File: config.mk
export PLATFORM = sky130hd
export DESIGN_NAME = weight_sweep_ctrl
export DESIGN_NICKNAME = d
export VERILOG_FILES = /design/src/rtl/weight_sweep_ctrl.sv
export SDC_FILE = /design/constraint.sdc
export NUM_CORES = 1
export LEC_CHECK = 0
export CORE_AREA = 5 5 216 218
export CTS_CLUSTER_DIAMETER = 50
export DETAILED_ROUTE_END_ITERATION = 16
export DIE_AREA = 0 0 221 223
export GPL_TIMING_DRIVEN = 0
export PLACE_DENSITY = 0.49
export SYNTH_ARGS = -nofsm -noshare
export SYNTH_HDL_FRONTEND = slang
export SYNTH_SLANG_ARGS = --single-unit
File: constraint.sdc
create_clock -name clk -period 2.2 [get_ports clk]
set_input_delay 0.55 -clock clk [delete_from_list [all_inputs] [get_ports clk]]
set_output_delay 0.55 -clock clk [all_outputs]
set_load 0.01 [all_outputs]
File: src/rtl/weight_sweep_ctrl.sv
// Clause-weight sequencer: loads NBEATS weight beats into the adder bank, then sweeps clause_no and
// accumulates the clause-gated signed weights into the class sum. Optional feature macro: WEIGHT_REUSE_EN.
module weight_sweep_ctrl #(
  parameter int unsigned CLAUSEN = 10,
  parameter int unsigned NBEATS  = 5,
  parameter int unsigned SUMW    = 9 + $clog2(CLAUSEN)
) (
  input  logic                     clk,
  input  logic                     rst,
  input  logic                     start,
`ifdef WEIGHT_REUSE_EN
  input  logic                     reuse,
`endif
  input  logic [$clog2(CLAUSEN):0] clauses,
  input  logic [CLAUSEN-1:0]       clause_out,
  input  logic [255:0]             wbeat_data,
  input  logic                     wbeat_valid,
  output logic                     wbeat_ready,
  output logic                     wa_valid,
  output logic [255:0]             wa_weight_write,
  output logic [2:0]               wa_offset,
  output logic [$clog2(CLAUSEN):0] wa_clauses,
  output logic [$clog2(CLAUSEN):0] wa_clause_no,
  input  logic signed [8:0]        wa_weight,
  output logic                     busy,
  output logic signed [SUMW-1:0]   sum,
  output logic                     sum_valid
);

  localparam int unsigned IW = $clog2(CLAUSEN);
  localparam int unsigned CW = IW + 1;
  localparam int unsigned OW = 3;

  typedef enum logic [2:0] {
    S_IDLE  = 3'd0,
    S_LOAD  = 3'd1,
    S_SWEEP = 3'd2,
    S_DRAIN = 3'd3,
    S_DONE  = 3'd4
  } state_e;

  state_e                 state_q, state_d;
  logic [CW-1:0]          clauses_q, clauses_d;
  logic [CLAUSEN-1:0]     clause_out_q, clause_out_d;
  logic [OW-1:0]          offset_q, offset_d;
  logic [CW-1:0]          clause_no_q, clause_no_d;
  logic [1:0]             vld_q, vld_d;
  logic [IW-1:0]          tag0_q, tag0_d;
  logic [IW-1:0]          tag1_q, tag1_d;
  logic signed [SUMW-1:0] sum_q, sum_d;
  logic                   sum_valid_q, sum_valid_d;
  logic                   busy_q, busy_d;
  logic                   ready_q, ready_d;
  logic                   beat_hs;
  logic                   take_reuse;

  assign beat_hs = wbeat_valid & ready_q;

`ifdef WEIGHT_REUSE_EN
  assign take_reuse = reuse;
`else
  assign take_reuse = 1'b0;
`endif

  // Next-state, counters, read-tag pipe and accumulator
  always_comb begin
    state_d      = state_q;
    clauses_d    = clauses_q;
    clause_out_d = clause_out_q;
    offset_d     = offset_q;
    clause_no_d  = clause_no_q;
    vld_d        = {vld_q[0], 1'b0};
    tag0_d       = tag0_q;
    tag1_d       = tag0_q;
    sum_d        = sum_q;

    // Weight read returns two cycles after issue; the tag selects its clause_out bit.
    if (vld_q[1] && clause_out_q[tag1_q]) begin
      sum_d = sum_q + SUMW'(wa_weight);
    end

    unique case (state_q)
      S_IDLE: begin
        if (start) begin
          clauses_d    = (clauses > CW'(CLAUSEN)) ? CW'(CLAUSEN) : clauses;
          clause_out_d = clause_out;
          sum_d        = '0;
          offset_d     = '0;
          clause_no_d  = '0;
          state_d      = take_reuse ? S_SWEEP : S_LOAD;
        end
      end
      S_LOAD: begin
        if (beat_hs) begin
          if (offset_q == OW'(NBEATS - 1)) begin
            state_d = S_SWEEP;
          end else begin
            offset_d = offset_q + OW'(1);
          end
        end
      end
      S_SWEEP: begin
        if (clauses_q == '0) begin
          state_d = S_DRAIN;
        end else begin
          vld_d[0] = 1'b1;
          tag0_d   = clause_no_q[IW-1:0];
          if (clause_no_q == clauses_q - CW'(1)) begin
            state_d = S_DRAIN;
          end else begin
            clause_no_d = clause_no_q + CW'(1);
          end
        end
      end
      S_DRAIN: begin
        // Stage 0 empty means the last read is accumulated this cycle.
        if (!vld_q[0]) begin
          state_d = S_DONE;
        end
      end
      S_DONE: begin
        state_d = S_IDLE;
      end
      default: begin
        state_d = S_IDLE;
      end
    endcase

    sum_valid_d = (state_d == S_DONE);
    busy_d      = (state_d != S_IDLE);
    ready_d     = (state_d == S_LOAD);
  end

  // State and output registers
  always_ff @(posedge clk) begin
    if (rst) begin
      state_q      <= S_IDLE;
      clauses_q    <= '0;
      clause_out_q <= '0;
      offset_q     <= '0;
      clause_no_q  <= '0;
      vld_q        <= '0;
      tag0_q       <= '0;
      tag1_q       <= '0;
      sum_q        <= '0;
      sum_valid_q  <= 1'b0;
      busy_q       <= 1'b0;
      ready_q      <= 1'b0;
    end else begin
      state_q      <= state_d;
      clauses_q    <= clauses_d;
      clause_out_q <= clause_out_d;
      offset_q     <= offset_d;
      clause_no_q  <= clause_no_d;
      vld_q        <= vld_d;
      tag0_q       <= tag0_d;
      tag1_q       <= tag1_d;
      sum_q        <= sum_d;
      sum_valid_q  <= sum_valid_d;
      busy_q       <= busy_d;
      ready_q      <= ready_d;
    end
  end

  assign wbeat_ready     = ready_q;
  assign wa_valid        = beat_hs;
  assign wa_weight_write = wbeat_data;
  assign wa_offset       = offset_q;
  assign wa_clauses      = clauses_q;
  assign wa_clause_no    = clause_no_q;
  assign busy            = busy_q;
  assign sum             = sum_q;
  assign sum_valid       = sum_valid_q;

endmodule

==> results of run 1 <==
==> layer usage <==
layer  global-route usage [%]  vias up  share of wire, %
met5                        0        -                 0
met4                    0.620        0              0.24
met3                     3.33        4               9.2
met2                     14.2      264                55
met1                     7.89     2049                36
li1                         -     2256                 -
==> registers in the layout, summed over array words and instances (netlist names) <==
signal	flops
busy	1
wbeat_ready	1
sum	13
wa_offset	3
tag1_q	4
state_q	3
wa_clause_no	5
clause_out_q	10
wa_clauses	5
sum_valid	1
tag0_q	4
vld_q	2
==> worst min-delay path by stage <==
stage	slack [ps]	end	cells past startpoint
finish	460	clause_out_q[4]	2
global route	480	tag1_q[2]	1
CTS	460	clause_out_q[8]	2
detailed placement	450	clause_out_q[3]	2
global placement	450	clause_out_q[8]	2
floorplan	430	clause_out_q[4]	2
==> power by group through the flow <==
stage / clock, mW / sequential [mW] / combinational [mW]
2_1_floorplan: 0 / 0.995 / 0.609
3_5_place_dp: 0 / 0.996 / 1.24
3_3_place_gp: 0 / 0.996 / 1.23
6_report: 0.845 / 0.971 / 1.25
4_1_cts: 0.906 / 0.974 / 1.25
5_1_grt: 0.936 / 0.974 / 1.33
==> cell families (layout without fill, tap and decap cells) <==
group / Yosys count / after routing / synth area share (%)
mux: 16 / 16 / 4.04
xor+xnor: 19 / 19 / 3.60
fa+ha+maj: 17 / 17 / 4.77
simple gates: 119 / 119 / 12.1
other cells: 0 / 1 / 0
buf+inv: 281 / 611 / 43.8
compound gates: 65 / 65 / 9.19
flops: 52 / 52 / 22.5
==> Yosys cell counts, types with 4 or more instances <==
cell        n
buf_4     257
inv_1      12
xnor2_1    13
nor3_1     11
xor2_1      6
nor4_1      4
nand2_1    31
dfxtp_1    52
o21a_1      6
nand2b_1    5
clkbuf_1    8
a21oi_1    30
nand3_1     5
nor2_1     43
nor2b_1     5
ha_1       16
mux2i_1    13
==> metrics by stage <==
step                      worst slack, ps  utilization (%)  TNS (ps)
after detailed placement            -1010             19.0    -23020
after global routing                -16.5             20.0     -16.5
after CTS                           -1.79             19.7     -1.79
final                                46.4             20.0         0
after floorplan                      9.44                -         0
after global placement              -1040             19.0    -23410
==> repair_timing <==
item                       in CTS  in global routing
setup buffers                   5                  6
gates resized for setup        22                 26
pin swaps                       9                 19
setup endpoints to repair      32                 26
==> worst min-delay path, cell delays in order, from the launching register on <==
cell and delay (ps):
dfxtp_1 310, nand2_1 50, a21oi_1 50
==> cell type report <==
cell class	instances	area (sq um)	share of cell area [%]
Antenna cell	1	2.50	0.0280
Buffer	267	1980	22.1
Clock buffer	5	125	1.40
Clock inverter	3	27.5	0.308
Inverter	13	48.8	0.546
Multi-Input combinational cell	236	1760	19.6
Sequential cell	52	1050	11.7
Tap cell	600	751	8.39
Timing Repair Buffer	323	3210	35.8
==> impl_summary.txt, run 1 <==
----------------------------------------------------
[Layout]
  Count of fill cells added during filler insertion ... 4963
  Layout cells sized above 1 ... between 30% and 40%
  Most common cell after layout, fill and taps aside ... clkdlybuf4s50_1
  Summed area of non-filler cells in the final layout ... a little under 0.009 sq mm
  Area grow syn2layout ... 93.7%
  Highest-count cells in the layout ignoring fill and taps ... clkdlybuf4s50_1 (306), buf_4 (269), dfxtp_1 (48)
  Net count of the finished layout ... 1199
  Post-Layout Cell Count ... 1500

[Timing]
  Worst Clk Skew ... 6.11 ps
  Worst Max-Slew Pin Slew ... 620 ps
  Hold Fails Final Rpt ... 0
  Max Freq ... 464 MHz
  Post-route minimum period ... 2150 ps
  Share of the clock period used by the worst path ... 97.9%
  Setup-failing EPs final ... 0
  Post-Route Hold Slack ... 458 ps
  Max-Slew Margin vs Limit ... between 50% and 60%
  Number of max-slew violations in the final report ... 0

[Critical path]
  Top Family by Delay on Critical Path ... compound AO/OA/AOI/OAI gates
  Crit path kind ... input pin to flop
  Worst setup path startpoint ... wa_weight[0]
  Reg2Reg Setup Slack ... 70 ps
  Worst Reg2Reg Path Length in Cells ... 9
  Endpoint arrival time on the critical path ... about 2400 ps
  Start of the worst register-to-register path ... sum[0]
  Critical path depth ... 10
  Slowest Stage Delay on Critical Path ... roughly 420 ps
  Highest net fanout along the worst path ... 3
  Data required, critical path ... 2440 ps
  Crit path cell chain ... clkbuf_2 > ha_4 > fa_2 > a211oi_4 > o21a_1 > o21ai_2 > o22ai_2 > xor2_1 > nor2_1 > mux2i_1
  Type of element launching the critical path ... input pin
  Worst path buffer plus inverter count ... 1
  Critical path capture point ... sum[12]
  R2R Path End ... sum[12]
  CP Capture Type ... flop
  Master of the slowest instance on the critical path ... fa_2

[Power]
  Largest voltage drop on the vdd net ... about 0.25 mV
  Fraction of power consumed by combinational cells ... between 40% and 50%
  Power density normalized to cell area ... 343 mW/mm^2
  Net switching power ... 0.863 mW
  Static leakage ... 3.66 nW
  Total power draw ... 3.07 mW
  Clock network fraction of total power ... 27.5%
  Sw frac ... between 20% and 30%
  Internal power consumption ... ~2.2 mW
  Sequential fraction of design power ... about a third

[Die]
  Core footprint ... roughly 0.045 sq mm
  IO Count ... 570
  Die area ... 0.0493 sq mm
  Width of the die ... 221 microns
  Height of the die ... 223 microns
  Number of cell rows ... 78
  Effective utilization at floorplan ... approximately 10%

[CTS]
  Maximum buffer depth of the clock tree ... 2
  CTS clock-pin slew for the worst setup and hold paths ... 80 ps
  CTS H-tree lvls ... 2
  CTS tree ... built
  Insertion delay of the later-clocked pin in the worst-skew pair ... roughly 300 ps
  Hold_buf cts ... 0
  Clock sink total ... 52
  Number of buffers created by CTS ... 5
  Root cell of the clock tree ... clkbuf_16

[Route]
  Via total after detailed routing ... 4573
  Detail-routed net length per standard cell ... 13.7 microns
  Total wire length after detailed routing ... 20.5 mm
  Count of TritonRoute iterations in the first routing pass ... 4
  Total DRC errors in the routed layout ... 0
  Number of vias per cell after detailed routing ... 3.05
  ANT nets after route ... 0
  Number of DRC markers after the initial detailed-route iteration ... roughly 140

[GRT]
  Global router's overall resource usage ... 7.45%
  First-pass GRT wire length ... 29.1 mm
  Antenna violations before repair ... 0
  Via count of the first global-routing pass ... about 4700
  Sum of overflow across all layers after global routing ... 0
  Pin count of the biggest net entering global routing ... 19

[Flow run]
  Max-capacitance violation count ... 0

[Logic synthesis]
  Number of distinct library cells after synthesis ... 49
  Net count of the mapped netlist ... 870
  Cell accounting for the most synthesized area ... buf_4
  Async set-or-reset flop fraction in the synthesized netlist ... 0%
  Avg Synthesized Cell Area ... 8.11 sq um
  Register bit total from synthesis ... 52
  Sequential share of the synthesized area ... 22.5%
  Post-synth top flop ... dfxtp_1
  Top-area cell type share of the netlist area ... 41.8%
  Top cells by area, synth ... buf_4 (42%), dfxtp_1 (23%), ha_1 (4.3%), nor2_1 (3.5%), a21oi_1 (3.3%)
  Synthesized area ... between 0.004 and 0.005 sq mm
  EDFF count, synth ... 0
  YS warnings ... 0
  Instance count of the mapped netlist ... 569

[Placement]
  Standard cell area after detailed placement ... 0.00851 sq mm
  Placed wire-length estimate after detailed placement ... 18.1 mm
  Number of placed instances, taps included ... 1481
  Port bufs ... 312
  Routability-driven placement congestion ratio ... between 0.8 and 0.9

[Min path]
  Path type of the worst min-delay path ... flop to flop
  Worst Min Path Start ... clause_out_q[4]

[Run status]
  Status ... completed

----------------------------------------------------
(Power assumes the default switching activity.)
==> run 2: changes to the inputs <==
--- a/config.mk
+++ b/config.mk
@@ -6,7 +6,7 @@
 export NUM_CORES = 1
 export LEC_CHECK = 0
 export CORE_AREA = 5 5 216 218
-export CTS_CLUSTER_DIAMETER = 50
+export CTS_CLUSTER_DIAMETER = 150
 export DETAILED_ROUTE_END_ITERATION = 16
 export DIE_AREA = 0 0 221 223
 export GPL_TIMING_DRIVEN = 0
==> results of run 2 <==
Same layout as run 1: the final DEF is identical, and so are final timing and power.
